==> src/rtl/floppy_step_monitor_pkg.sv <==
// Shared definitions for the floppy step/direction monitor: tracker states,
// track limits, direction encodings and the saturating head-position helper.
package floppy_step_monitor_pkg;

  typedef enum logic [1:0] {
    IDLE  = 2'd0,
    ARMED = 2'd1,
    TRACK = 2'd2
  } mon_state_e;

  localparam int   FLOPPY_MAX_TRACK = 158;
  localparam logic DIR_REVERSE      = 1'b1;
  localparam logic DIR_FORWARD      = 1'b0;

  typedef struct packed {
    logic [7:0] pos;
    logic       limit;
  } pos_step_t;

  // One head step with saturation at track 0 and at max_track; limit flags a refused move.
  function automatic pos_step_t step_position(input logic [7:0] pos,
                                              input logic       dir,
                                              input logic [7:0] max_track);
    pos_step_t r;
    r.pos   = pos;
    r.limit = 1'b0;
    if (dir == DIR_REVERSE) begin
      if (pos == 8'd0) r.limit = 1'b1;
      else             r.pos   = pos - 8'd1;
    end else begin
      if (pos >= max_track) r.limit = 1'b1;
      else                  r.pos   = pos + 8'd1;
    end
    return r;
  endfunction

endpackage

==> src/rtl/floppy_step_monitor_if.sv <==
// Step/direction bus as seen by the monitor, plus the decoded status it reports.
// The master side is whoever drives the two wires; the slave side is the monitor.
interface floppy_step_monitor_if #(
  parameter int PERIOD_W = 16
);
  logic                step_in;
  logic                dir_in;
  logic [7:0]          position;
  logic                track0;
  logic                step_strobe;
  logic [PERIOD_W-1:0] step_period;
  logic                period_valid;
  logic                idle;
  logic                limit_err;

  modport master (
    output step_in, dir_in,
    input  position, track0, step_strobe, step_period, period_valid, idle, limit_err
  );

  modport slave (
    input  step_in, dir_in,
    output position, track0, step_strobe, step_period, period_valid, idle, limit_err
  );
endinterface

==> src/rtl/floppy_sync_edge.sv <==
// Multi-flop synchroniser for one asynchronous line, followed by a
// both-edge detector on the synchronised level.
module floppy_sync_edge #(
  parameter int SYNC_STAGES = 2
) (
  input  logic clock_98k,
  input  logic reset,
  input  logic d_in,
  output logic sync_out,
  output logic edge_out
);

  logic [SYNC_STAGES-1:0] sync_q, sync_d;
  logic                   prev_q, prev_d;

  // SYNC_STAGES must be at least 2 for the shift slice below to be legal.
  always_comb begin
    sync_d = {sync_q[SYNC_STAGES-2:0], d_in};
    prev_d = sync_q[SYNC_STAGES-1];
  end

  always_ff @(posedge clock_98k) begin
    if (!reset) begin
      sync_q <= '0;
      prev_q <= 1'b0;
    end else begin
      sync_q <= sync_d;
      prev_q <= prev_d;
    end
  end

  assign sync_out = sync_q[SYNC_STAGES-1];
  assign edge_out = sync_q[SYNC_STAGES-1] ^ prev_q;

endmodule

==> src/rtl/floppy_step_monitor.sv <==
// Loop-back monitor for a floppy step/direction bus: tracks head position,
// flags limit violations and recovers the step period for comparison with the command.
module floppy_step_monitor
  import floppy_step_monitor_pkg::*;
#(
  parameter int MAX_TRACK   = FLOPPY_MAX_TRACK,
  parameter int PERIOD_W    = 16,
  parameter int SYNC_STAGES = 2
) (
  input  logic                  clock_98k,
  input  logic                  reset,
  floppy_step_monitor_if.slave  bus
);

  localparam logic [7:0]          MAX_POS = 8'(MAX_TRACK);
  localparam logic [PERIOD_W-1:0] CNT_MAX = '1;

  logic step_event;
  logic step_level_unused;
  logic dir_sync;
  logic dir_edge_unused;

  floppy_sync_edge #(.SYNC_STAGES(SYNC_STAGES)) u_step_sync (
    .clock_98k (clock_98k),
    .reset     (reset),
    .d_in      (bus.step_in),
    .sync_out  (step_level_unused),
    .edge_out  (step_event)
  );

  floppy_sync_edge #(.SYNC_STAGES(SYNC_STAGES)) u_dir_sync (
    .clock_98k (clock_98k),
    .reset     (reset),
    .d_in      (bus.dir_in),
    .sync_out  (dir_sync),
    .edge_out  (dir_edge_unused)
  );

  mon_state_e          state_q, state_d;
  logic [7:0]          pos_q, pos_d;
  logic                track0_q, track0_d;
  logic                strobe_q, strobe_d;
  logic [PERIOD_W-1:0] period_q, period_d;
  logic                valid_q, valid_d;
  logic                idle_q, idle_d;
  logic                err_q, err_d;
  logic [PERIOD_W-1:0] cnt_q, cnt_d;
  pos_step_t           step_res;

  // An edge takes priority over a simultaneous counter timeout, so the interval
  // that just reached all-ones is still reported rather than discarded.
  always_comb begin
    state_d  = state_q;
    pos_d    = pos_q;
    period_d = period_q;
    err_d    = err_q;
    strobe_d = 1'b0;
    valid_d  = 1'b0;
    cnt_d    = (cnt_q == CNT_MAX) ? cnt_q : cnt_q + 1'b1;
    step_res = step_position(pos_q, dir_sync, MAX_POS);

    if (step_event) begin
      cnt_d    = '0;
      strobe_d = 1'b1;
      pos_d    = step_res.pos;
      if (step_res.limit) err_d = 1'b1;
      case (state_q)
        IDLE: state_d = ARMED;
        ARMED, TRACK: begin
          state_d  = TRACK;
          period_d = cnt_q;
          valid_d  = 1'b1;
        end
        default: state_d = IDLE;
      endcase
    end else if (state_q != IDLE && cnt_q == CNT_MAX) begin
      state_d  = IDLE;
      period_d = '0;
    end

    idle_d   = (state_d == IDLE);
    track0_d = (pos_d == 8'd0);
  end

  always_ff @(posedge clock_98k) begin
    if (!reset) begin
      state_q  <= IDLE;
      pos_q    <= 8'd0;
      track0_q <= 1'b1;
      strobe_q <= 1'b0;
      period_q <= '0;
      valid_q  <= 1'b0;
      idle_q   <= 1'b1;
      err_q    <= 1'b0;
      cnt_q    <= '0;
    end else begin
      state_q  <= state_d;
      pos_q    <= pos_d;
      track0_q <= track0_d;
      strobe_q <= strobe_d;
      period_q <= period_d;
      valid_q  <= valid_d;
      idle_q   <= idle_d;
      err_q    <= err_d;
      cnt_q    <= cnt_d;
    end
  end

  assign bus.position     = pos_q;
  assign bus.track0       = track0_q;
  assign bus.step_strobe  = strobe_q;
  assign bus.step_period  = period_q;
  assign bus.period_valid = valid_q;
  assign bus.idle         = idle_q;
  assign bus.limit_err    = err_q;

endmodule

==> src/flat_wrapper.sv <==
// flat-port wrapper written by rule: the top's interface ports become plain ports
module floppy_step_monitor_flat import floppy_step_monitor_pkg::*;
#(
  parameter int MAX_TRACK   = FLOPPY_MAX_TRACK,
  parameter int PERIOD_W    = 16,
  parameter int SYNC_STAGES = 2
)
  (clock_98k, reset, bus_step_in, bus_dir_in, bus_position, bus_track0, bus_step_strobe, bus_step_period, bus_period_valid, bus_idle, bus_limit_err);
  floppy_step_monitor_if #(.PERIOD_W(PERIOD_W)) bus_i ();
  input  logic clock_98k;
  input  logic reset;
  input wire logic [$bits(bus_i.step_in)-1:0] bus_step_in;
  input wire logic [$bits(bus_i.dir_in)-1:0] bus_dir_in;
  output wire logic [$bits(bus_i.position)-1:0] bus_position;
  output wire logic [$bits(bus_i.track0)-1:0] bus_track0;
  output wire logic [$bits(bus_i.step_strobe)-1:0] bus_step_strobe;
  output wire logic [$bits(bus_i.step_period)-1:0] bus_step_period;
  output wire logic [$bits(bus_i.period_valid)-1:0] bus_period_valid;
  output wire logic [$bits(bus_i.idle)-1:0] bus_idle;
  output wire logic [$bits(bus_i.limit_err)-1:0] bus_limit_err;
  assign bus_i.step_in = bus_step_in;
  assign bus_i.dir_in = bus_dir_in;
  assign bus_position = bus_i.position;
  assign bus_track0 = bus_i.track0;
  assign bus_step_strobe = bus_i.step_strobe;
  assign bus_step_period = bus_i.step_period;
  assign bus_period_valid = bus_i.period_valid;
  assign bus_idle = bus_i.idle;
  assign bus_limit_err = bus_i.limit_err;
  floppy_step_monitor #(.MAX_TRACK(MAX_TRACK), .PERIOD_W(PERIOD_W), .SYNC_STAGES(SYNC_STAGES)) u_core (.clock_98k(clock_98k), .reset(reset), .bus(bus_i));
endmodule
==> config.mk <==
export PLATFORM = sky130hd
export DESIGN_NAME = floppy_step_monitor_flat
export DESIGN_NICKNAME = d
export VERILOG_FILES = /design/src/rtl/floppy_step_monitor_pkg.sv /design/src/rtl/floppy_step_monitor_if.sv /design/src/rtl/floppy_sync_edge.sv /design/src/rtl/floppy_step_monitor.sv /design/src/flat_wrapper.sv
export SDC_FILE = /design/constraint.sdc
export NUM_CORES = 1
export LEC_CHECK = 0
export CORE_MARGIN = 2
export CORE_UTILIZATION = 30
export CTS_BUF_LIST = sky130_fd_sc_hd__clkbuf_2 sky130_fd_sc_hd__clkbuf_4 sky130_fd_sc_hd__clkbuf_8
export DETAILED_ROUTE_END_ITERATION = 16
export PLACE_DENSITY_LB_ADDON = 0.05
export SYNTH_ARGS = -nofsm -noshare
export SYNTH_HDL_FRONTEND = slang
export SYNTH_SLANG_ARGS = --single-unit
==> constraint.sdc <==
create_clock -name clock_98k -period 2.5 [get_ports clock_98k]
set_clock_uncertainty 0.15 [all_clocks]
set_input_delay 0.5 -clock clock_98k [delete_from_list [all_inputs] [get_ports clock_98k]]
set_output_delay 0.5 -clock clock_98k [all_outputs]
set_load 0.01 [all_outputs]
After elaboration in Yosys (flattened, before gate mapping)
Cells that the tools add are included.
Word-level totals
  input port bits: 4
  bits in registers: 52
  logic and storage cells: 48
Cells by class
  mux-type cells: 14
  reduce and logical (&&, ||, !) cells: 12
  $lt $le $gt $ge: 1
  add/subtract/negate cells: 3
  equal/unequal tests: 4
  bitwise operators: 2
Operators by type and width (number)
  $mux W16: 3
  $mux W8: 3
  $add A16 B1 Y16 const B: 1
  $eq A16 B16 Y1 const B: 1
  $logic_not A8 Y1: 2
  $mux W9: 1
  $add A8 B1 Y8 const B: 1
  $ge A8 B8 Y1 const B: 1
  $sub A8 B1 Y8 const B: 1
  $reduce_and A2 Y1: 3
  $logic_not A2 Y1: 2
  $mux W1: 4
  $mux W2: 2
  $pmux W2 S2: 1
  $reduce_bool A2 Y1: 2
  $reduce_or A2 Y1: 2
  $eq A2 B1 Y1 const B: 1
  $eq A2 B2 Y1 const B: 1
  $ne A2 B2 Y1 const B: 1
  $logic_and A1 B1 Y1: 1
  $not A1 Y1: 1
  $xor A1 B1 Y1: 1

Logic depth before layout (Yosys ltp)
Gate-level depths: netlist of the first run.
  depth after elaboration: 5
  depth in mapped cells: 9
  mapped depth without buffers: 8

Cells and area by module
Synthesis of the first run repeated with hierarchy kept, for this count alone.
Second synthesis, totals
  cells, all modules: 271
  area, all modules: 2551.2 µm²
Modules (own cells, without submodules)
  floppy_step_monitor: instances 1, cells an instance 257, area an instance 2373.5 µm², seq. area each 940.9 µm²
  floppy_sync_edge: instances 2, cells an instance 7, area an instance 88.8 µm², seq. area each 60.1 µm²

Worst setup path after synthesis of the first run
OpenSTA, ideal clock, no wires.
  kind: register -> register
  from: reg u_core.pos_q[0], in the netlist u_core.bus.position[0]
  to: reg u_core.track0_q, in the netlist u_core.bus.track0
  slack: 0.150 ns
  cell stages (with the launch flop): 10
  buffers on the path: 1
  setup time: 0.101 ns
  data arrival time: 2.099 ns
  data required time: 2.249 ns
  cell sequence: dfxtp_1 -> clkbuf_1 -> inv_1 -> ha_1 -> or4_1 -> a21oi_1 -> nor3_1 -> a221oi_2 -> nand3_1 -> o41ai_1
On the way
  word-level cells in the longest chain between the ends: 5
  elaborated cells on any way between the ends: 9
RTL lines
  start, declared: line floppy_step_monitor.sv:40  | logic [7:0] pos_q, pos_d;
  start signal, assigned: line floppy_step_monitor.sv:98  | pos_q <= pos_d;
  $add A8 B1 Y8 (tied with other cells): line floppy_step_monitor_pkg.sv:32  | else r.pos = pos + 8'd1;
  $mux W8 (on tied branches): line floppy_step_monitor_pkg.sv:31, floppy_step_monitor_pkg.sv:28
  $mux W9: line floppy_step_monitor_pkg.sv:27  | if (dir == DIR_REVERSE) begin
  $mux W8 *: line floppy_step_monitor.sv:62  | if (step_event) begin
  $logic_not A8 Y1 *: line floppy_step_monitor.sv:82  | track0_d = (pos_d == 8'd0);
  end signal, assigned: line floppy_step_monitor.sv:99  | track0_q <= track0_d;
  end, declared: line floppy_step_monitor.sv:41  | logic track0_q, track0_d;
Every way passes the cells marked *; elsewhere a longest branch is shown, timed or not.
A chain may end at the register's enable or synchronous reset.

Final worst setup path of the first run
  from: reg u_core.cnt_q[0]
  to: reg u_core.period_q[14], in the netlist u_core.bus.step_period[14]
On the way
  word-level cells in the longest chain between the ends: 4
RTL lines
  start, declared: line floppy_step_monitor.sv:47  | logic [PERIOD_W-1:0] cnt_q, cnt_d;
  start signal, assigned: line floppy_step_monitor.sv:105  | cnt_q <= cnt_d;
  $eq A16 B16 Y1: line floppy_step_monitor.sv:76  | end else if (state_q != IDLE && cnt_q == CNT_MAX) begin
  $logic_and A1 B1 Y1: line floppy_step_monitor.sv:76
  $reduce_bool A2 Y1 (no source line)
  $reduce_and A2 Y1 (no source line)
  end signal, assigned: line floppy_step_monitor.sv:101  | period_q <= period_d;
  end, declared: line floppy_step_monitor.sv:43  | logic [PERIOD_W-1:0] period_q, period_d;
Every way passes these cells.

==> results.rst, run 1 <==
.. list-table::
   :header-rows: 1

   * - Metric
     - Value
   * - Met3 routed WL
     - 233 microns
   * - Max-slew violation count
     - 0
   * - Final setup margin
     - 0.116 ns
   * - Pre-CTS worst setup slack
     - 0.119 ns
   * - Number of search-and-repair iterations in the first detailed-routing pass
     - 4
   * - Share of cell area taken by muxes after synthesis
     - 0.833%
   * - Non-filler instance count after layout
     - 412
   * - Effective utilization at floorplan
     - 31.1%
   * - Worst slack on hold paths
     - 0.294 ns
   * - Overall Power
     - 1.52 mW
   * - Share of the core filled with cells in the final layout
     - 39.4%
   * - Fraction of layout instances using a drive strength above 1
     - 13.5%
   * - Worst-Skew Late Latency
     - 0.31 ns
   * - Hold worst-path end
     - u_core.u_dir_sync.sync_q[1]$_SDFF_PN0_
   * - Area enclosed by the die boundary
     - 0.00874 sq mm
   * - Share of the cycle needed by the critical path after routing
     - 95.4%
   * - Via count of the first global-routing pass
     - 1,906
   * - Number of antenna violations at the first check in global routing
     - 0
   * - Hold violation count in the final report
     - 0
   * - Clock-pin slew of the registers on the worst-case setup and hold paths
     - 0.09 ns
   * - Actual slew at the worst max-slew pin
     - 0.598 ns
   * - Critical Path Start Type
     - flip-flop
   * - Fraction of the mapped netlist area in compound gates
     - 19.2%
   * - Signal arrival time at the worst endpoint
     - 2.44 ns
   * - Global-route wire length before repair
     - 9.47 mm
   * - Reg2reg path depth
     - 5
   * - CTS root buffer
     - sky130_fd_sc_hd__clkbuf_8
   * - Maximum level of the CTS H-tree
     - 2
   * - Cell types with the largest area share after synthesis
     - sky130_fd_sc_hd__dfxtp_1 (43%), sky130_fd_sc_hd__a22o_1 (5.8%), sky130_fd_sc_hd__nor2_1 (3.6%)
   * - Most area-hungry cell type in the Yosys netlist
     - sky130_fd_sc_hd__dfxtp_1
   * - Outcome
     - complete, no violations
   * - Synth top cells by count
     - sky130_fd_sc_hd__dfxtp_1 (52), sky130_fd_sc_hd__nor2_1 (23), sky130_fd_sc_hd__a22o_1 (16)
   * - Total global routing overflow
     - 0
   * - Hold Startpoint
     - u_core.u_dir_sync.sync_q[0]$_SDFF_PN0_
   * - Combinational family with the most area after synthesis
     - simple AND/OR/NAND/NOR gates
   * - Critical path, cell by cell
     - ha_1, nand3_2, or4_4, o311a_4, a22o_1
   * - Overall fraction of global-route tracks in use
     - 13.7%
   * - TritonCTS clock tree
     - yes
   * - Wire length after detailed routing
     - 5.76 mm
   * - Count of clock tree sinks
     - 52
   * - Crit path max-delay cell type
     - sky130_fd_sc_hd__or4_4
   * - Launch instance of the worst register-to-register path
     - u_core.cnt_q[0]$_SDFFE_PP0N_
   * - Req. time, crit path
     - 2.55 ns
   * - Synthesized instance count
     - 262
   * - Antenna-violating nets left
     - 0
   * - Number of gates resized after CTS
     - 0
   * - Final HPWL from detailed placement
     - 4.10 mm
   * - Synth Area in Adders
     - 3.13%
   * - LEAKAGE
     - 1.15 nW
   * - Top-count cell post-synth
     - sky130_fd_sc_hd__dfxtp_1
   * - Mean cell area of the mapped netlist
     - 9.17 sq um
   * - Via count
     - 2,056
   * - Top cell type's share of synthesized area
     - 43.3%
   * - Worst min-delay path class
     - flip-flop to flip-flop
   * - Finished layout cell area
     - 0.00305 sq mm
   * - Netlist cell types
     - 48
   * - Iteration-0 DRC count of the detailed router
     - 112
   * - Total clock buffers created by CTS
     - 5
   * - Reg-to-Reg End
     - u_core.bus.step_period[14]$_SDFFE_PN0P_
   * - CP endpoint kind
     - flip-flop
   * - Setup Total Neg Slack
     - 0 ns
   * - Reg-to-reg slack, setup
     - 0.12 ns
   * - Simple-Gate Fraction of Synth Area
     - 24.6%
   * - Number of standard-cell rows in the floorplan
     - 32
   * - Horiz. Die Dim
     - 93.5 microns
   * - Area Overhead vs Synth
     - 26.9%
   * - Core Box Area
     - 0.00773 sq mm
   * - Post-placement cell area
     - 0.00296 sq mm
   * - Die Y
     - 93.5 microns
   * - Summed instance area of the synthesized netlist
     - 0.00240 sq mm
   * - Final critical-path required period
     - 2.38 ns
   * - Top flip-flop cell by instance count after synthesis
     - sky130_fd_sc_hd__dfxtp_1
   * - Net count after synthesis
     - 272
   * - Via density per instance
     - 4.99
   * - Largest net degree at the start of global routing
     - 19
   * - Buffers inserted by post-CTS timing repair
     - 0
   * - Max capacitance violation total
     - 0
   * - Number of primary I/O pins
     - 33
   * - Post-synthesis sequential element count
     - 52
   * - Sequential element share of the synthesized area
     - 43.3%
   * - Hold-fix buffers at CTS
     - 0
   * - IR drop worst, VDD
     - 0.216 mV
   * - Maximum buffer depth of the clock tree
     - 2
   * - WS Path Type
     - flip-flop to flip-flop
   * - Fmax
     - 419 MHz
   * - Routed wl met2
     - 2.38 mm
   * - RSZ-0062 raised after global routing
     - false
   * - Total routed wire length on the met1 layer
     - 3.07 mm
   * - XOR/XNOR Fraction of Synth Area
     - 4.74%
   * - Crit Path Max Fanout
     - 16
   * - Count of antenna diodes in the layout
     - 0
   * - Ratio of total power to cell area
     - 500 mW/mm^2
   * - Total of warnings raised by yosys
     - 0
   * - Max incr delay on CP
     - 0.58 ns
   * - WL per Instance
     - 14.0 microns
   * - DRC Markers
     - 0
   * - Hold Path Depth
     - 1
   * - Final number of setup-violating endpoints
     - 0
   * - Number of synthesized flops with an enable pin
     - 0
   * - Total instance count after detailed placement
     - 404
   * - Synth async-reset ratio
     - 0%
   * - Worst slew slack as a fraction of its limit
     - 59.9%
   * - Topmost layer with routed signal wires
     - met4
   * - I/O Buffers
     - 32
   * - Weighted congestion at the end of routability-driven global placement
     - 0.795
   * - Final net count
     - 319
==> how the worst max path moves through the flow <==
stage / from / endpoint / slack (ns) / cells after the start
5_1_grt: u_core.cnt_q[0]$_SDFFE_PP0N_ / u_core.bus.step_period[14]$_SDFFE_PN0P_ / 0.01 / 5
3_3_place_gp: u_core.bus.position[0]$_SDFF_PN0_ / u_core.bus.track0$_SDFF_PN1_ / 0.10 / 9
2_1_floorplan: u_core.bus.position[0]$_SDFF_PN0_ / u_core.bus.track0$_SDFF_PN1_ / 0.15 / 9
6_report: u_core.cnt_q[0]$_SDFFE_PP0N_ / u_core.bus.step_period[14]$_SDFFE_PN0P_ / 0.12 / 5
4_1_cts: u_core.cnt_q[0]$_SDFFE_PP0N_ / u_core.bus.step_period[14]$_SDFFE_PN0P_ / 0.11 / 5
3_5_place_dp: u_core.cnt_q[0]$_SDFFE_PP0N_ / u_core.bus.step_period[12]$_SDFFE_PN0P_ / 0.12 / 5
==> worst max-delay path, delay by kind of cell, from the launching register on <==
| family | cells | cell delay, ns |
|---|---|---|
| AO/OA/AOI/OAI | 2 | 0.69 |
| adder cells (fa/ha/maj) | 1 | 0.27 |
| flip-flops | 1 | 0.45 |
| AND/OR/NAND/NOR | 2 | 0.72 |
==> layout by cell type, fill, tap and decap left out, types with 9 or more instances in the layout <==
cell type,n
sky130_fd_sc_hd__xor2_1,9
sky130_fd_sc_hd__clkdlybuf4s50_1,32
sky130_fd_sc_hd__and2_1,10
sky130_fd_sc_hd__o21ai_0,11
sky130_fd_sc_hd__nand2_1,10
sky130_fd_sc_hd__nand3_1,10
sky130_fd_sc_hd__buf_4,24
sky130_fd_sc_hd__nor2_1,23
sky130_fd_sc_hd__a21oi_1,12
sky130_fd_sc_hd__a22o_1,16
sky130_fd_sc_hd__dfxtp_1,52
==> logic make-up (layout without fill, tap and decap cells) <==
family | count (synthesis) | after routing
AOI/OAI and AO/OA | 63 | 63
xor gates and xnor gates | 13 | 13
adders and majority gates | 6 | 6
buffers and inverters | 23 | 71
DFF | 52 | 52
muxes | 2 | 2
and+or+nand+nor | 103 | 103
==> power by group <==
part	switching, mW	leakage, nW	internal, mW
sequential	0.0144	0.421	0.846
combinational	0.0855	0.682	0.0747
clock	0.293	0.0490	0.211
total	0.393	1.15	1.13
==> metal layers <==
| layer | GRT usage, % | up-vias |
|---|---|---|
| met2 | 19.6 | 38 |
| met1 | 20.1 | 960 |
| met4 | 4.04 | 0 |
| met5 | 0 | - |
| li1 | - | 1053 |
| met3 | 3.38 | 5 |
==> area by class of cell <==
class	count	area [sq um]
clock buffers	6	76.3
clock inverters	2	13.8
fillers	796	4680
inverters	7	26.3
multi-input cells	187	1260
flip-flops and latches	52	1040
well taps	102	128
repair buffers	56	500
==> registers in the layout, indices dropped and copies added, names as in the netlist <==
signal / cells
u_core.bus.step_strobe: 1
u_core.u_step_sync.prev_q: 1
u_core.bus.period_valid: 1
u_core.bus.step_period: 16
u_core.bus.limit_err: 1
u_core.u_dir_sync.sync_q: 2
u_core.cnt_q: 16
u_core.state_q: 2
u_core.u_step_sync.sync_q: 2
u_core.bus.idle: 1
u_core.bus.position: 8
u_core.bus.track0: 1
(Power assumes the default switching activity.)
==> run 2: changes to the inputs <==
--- a/config.mk
+++ b/config.mk
@@ -10,6 +10,7 @@
 export CTS_BUF_LIST = sky130_fd_sc_hd__clkbuf_2 sky130_fd_sc_hd__clkbuf_4 sky130_fd_sc_hd__clkbuf_8
 export DETAILED_ROUTE_END_ITERATION = 16
 export PLACE_DENSITY_LB_ADDON = 0.05
+export RECOVER_POWER = 100
 export SYNTH_ARGS = -nofsm -noshare
 export SYNTH_HDL_FRONTEND = slang
 export SYNTH_SLANG_ARGS = --single-unit
==> results.rst, run 2 (synthesis results as in run 1) <==
.. list-table::
   :header-rows: 1

   * - Metric
     - Value
   * - Most common library cell in the layout ignoring fill and taps
     - sky130_fd_sc_hd__dfxtp_1
   * - Hold violation count in the final report
     - 0
   * - CTS root buffer
     - sky130_fd_sc_hd__clkbuf_8
   * - DRC Markers
     - 0
   * - Max incr delay on CP
     - 0.58 ns
   * - WS Path Type
     - flip-flop to flip-flop
   * - Final setup margin
     - 0.115 ns
   * - Wire length after detailed routing
     - 5.75 mm
   * - Number of search-and-repair iterations in the first detailed-routing pass
     - 6
   * - Crit path max-delay cell type
     - sky130_fd_sc_hd__or4_4
   * - Critical path buffer and inverter count
     - 0
   * - Total routed wire length on the met1 layer
     - 3.02 mm
   * - Largest net degree at the start of global routing
     - 19
   * - Cell family with most CP delay
     - simple AND/OR/NAND/NOR gates
   * - Overall fraction of global-route tracks in use
     - 13.7%
   * - Critical Path Start Type
     - flip-flop
   * - Setup Total Neg Slack
     - 0 ns
   * - Core Box Area
     - 0.00773 sq mm
   * - Share of the cycle needed by the critical path after routing
     - 95.4%
   * - Total global routing overflow
     - 0
   * - WL per Instance
     - 14.0 microns
   * - Worst slew slack as a fraction of its limit
     - 60.6%
   * - Effective utilization at floorplan
     - 31.1%
   * - Worst-Skew Late Latency
     - 0.31 ns
   * - Count of antenna diodes in the layout
     - 0
   * - Maximum level of the CTS H-tree
     - 2
   * - Met3 routed WL
     - 287 microns
   * - Routed wl met2
     - 2.37 mm
   * - Via count of the first global-routing pass
     - 1,906
   * - Final number of setup-violating endpoints
     - 0
   * - Final HPWL from detailed placement
     - 4.10 mm
   * - Fraction of layout instances using a drive strength above 1
     - 11.9%
   * - Clock-pin slew of the registers on the worst-case setup and hold paths
     - 0.09 ns
   * - Pre-CTS worst setup slack
     - 0.119 ns
   * - Topmost layer with routed signal wires
     - met4
   * - IR drop worst, VDD
     - 0.216 mV
   * - Crit Path Max Fanout
     - 16
   * - Die Y
     - 93.5 microns
   * - Final net count
     - 319
   * - CP endpoint kind
     - flip-flop
   * - Critical path, cell by cell
     - ha_1, nand3_2, or4_4, o311a_4, a22o_1
   * - Via count
     - 2,065
   * - Total clock buffers created by CTS
     - 5
   * - Number of gates resized after CTS
     - 0
   * - Hold-fix buffers at CTS
     - 0
   * - Antenna-violating nets left
     - 0
   * - Max-slew violation count
     - 0
   * - Number of standard-cell rows in the floorplan
     - 32
   * - Finished layout cell area
     - 0.00303 sq mm
   * - Worst slack on hold paths
     - 0.295 ns
   * - Final critical-path required period
     - 2.38 ns
   * - Max capacitance violation total
     - 0
   * - Area Overhead vs Synth
     - 26.1%
   * - Number of filler cells placed in the layout
     - 799
   * - I/O Buffers
     - 32
   * - Most used cells in the layout excluding fill and tap cells
     - sky130_fd_sc_hd__dfxtp_1 (52), sky130_fd_sc_hd__dlygate4sd3_1 (28), sky130_fd_sc_hd__nor2_1 (23)
   * - Signal arrival time at the worst endpoint
     - 2.44 ns
   * - LEAKAGE
     - 1.21 nW
   * - Fmax
     - 419 MHz
   * - Req. time, crit path
     - 2.55 ns
   * - Area enclosed by the die boundary
     - 0.00874 sq mm
   * - Horiz. Die Dim
     - 93.5 microns
   * - Count of clock tree sinks
     - 52
   * - Iteration-0 DRC count of the detailed router
     - 86
   * - Post-placement cell area
     - 0.00296 sq mm
   * - Outcome
     - complete, no violations
   * - Buffers inserted by post-CTS timing repair
     - 0
   * - Number of antenna violations at the first check in global routing
     - 0
   * - Weighted congestion at the end of routability-driven global placement
     - 0.795
   * - Ratio of total power to cell area
     - 500 mW/mm^2
   * - TritonCTS clock tree
     - yes
   * - Maximum buffer depth of the clock tree
     - 2
   * - Global-route wire length before repair
     - 9.47 mm
   * - Number of primary I/O pins
     - 33
   * - RSZ-0062 raised after global routing
     - false
   * - Via density per instance
     - 5.01
   * - Actual slew at the worst max-slew pin
     - 0.590 ns
   * - Worst min-delay path class
     - flip-flop to flip-flop
[run 2: worst register-to-register path, delay by kind of cell (launching register included)]
family | cells | cell delay (ns)
AOI/OAI and AO/OA | 2 | 0.69
adders and majority gates | 1 | 0.28
DFF | 1 | 0.45
and+or+nand+nor | 2 | 0.72
[run 2: power breakdown]
part           switching, mW  leakage, nW  total (mW)  internal [mW]
Clock                  0.292       0.0490       0.503          0.211
Sequential            0.0141        0.421       0.860          0.846
Combinational         0.0851        0.742       0.152         0.0671
[run 2: final timing paths]
path	from	end	slack, ns	cells after the start
setup reg to reg	u_core.cnt_q[0]$_SDFFE_PP0N_	u_core.bus.step_period[14]$_SDFFE_PN0P_	0.12	5
hold / removal	u_core.u_dir_sync.sync_q[0]$_SDFF_PN0_	u_core.u_dir_sync.sync_q[1]$_SDFF_PN0_	0.30	1
setup / recovery	u_core.cnt_q[0]$_SDFFE_PP0N_	u_core.bus.step_period[14]$_SDFFE_PN0P_	0.12	5
hold reg to reg	u_core.u_dir_sync.sync_q[0]$_SDFF_PN0_	u_core.u_dir_sync.sync_q[1]$_SDFF_PN0_	0.30	1
[run 2: metrics by stage]
step           power [mW]  instances  utilization (%)
2_1_floorplan       0.970        262                -
3_3_place_gp         1.04        404             38.3
3_5_place_dp         1.04        404             38.3
4_1_cts              1.55        412             39.4
5_1_grt              1.58        412             39.2
6_report             1.52        412             39.2
[run 2: metal layers]
metal	global-route usage [%]	up-vias
li1	-	1057
met1	20.1	956
met2	19.6	47
met3	3.38	5
met4	4.04	0
met5	0	-
[run 2: layout make-up]
class / count / area (sq um) / area share (%)
clock buffers: 6 / 76.3 / 2.52
flip-flops and latches: 52 / 1040 / 34.4
multi-input cells: 187 / 1260 / 41.7
clock inverters: 2 / 13.8 / 0.454
inverters: 7 / 26.3 / 0.867
repair buffers: 56 / 482 / 15.9
well taps: 102 / 128 / 4.21
==> run 3: changes to the inputs <==
--- a/config.mk
+++ b/config.mk
@@ -11,6 +11,7 @@
 export DETAILED_ROUTE_END_ITERATION = 16
 export PLACE_DENSITY_LB_ADDON = 0.05
 export RECOVER_POWER = 100
+export SKIP_LAST_GASP = 1
 export SYNTH_ARGS = -nofsm -noshare
 export SYNTH_HDL_FRONTEND = slang
 export SYNTH_SLANG_ARGS = --single-unit
==> results of run 3 <==
No change in the layout: final DEF, timing and power equal those of run 2.
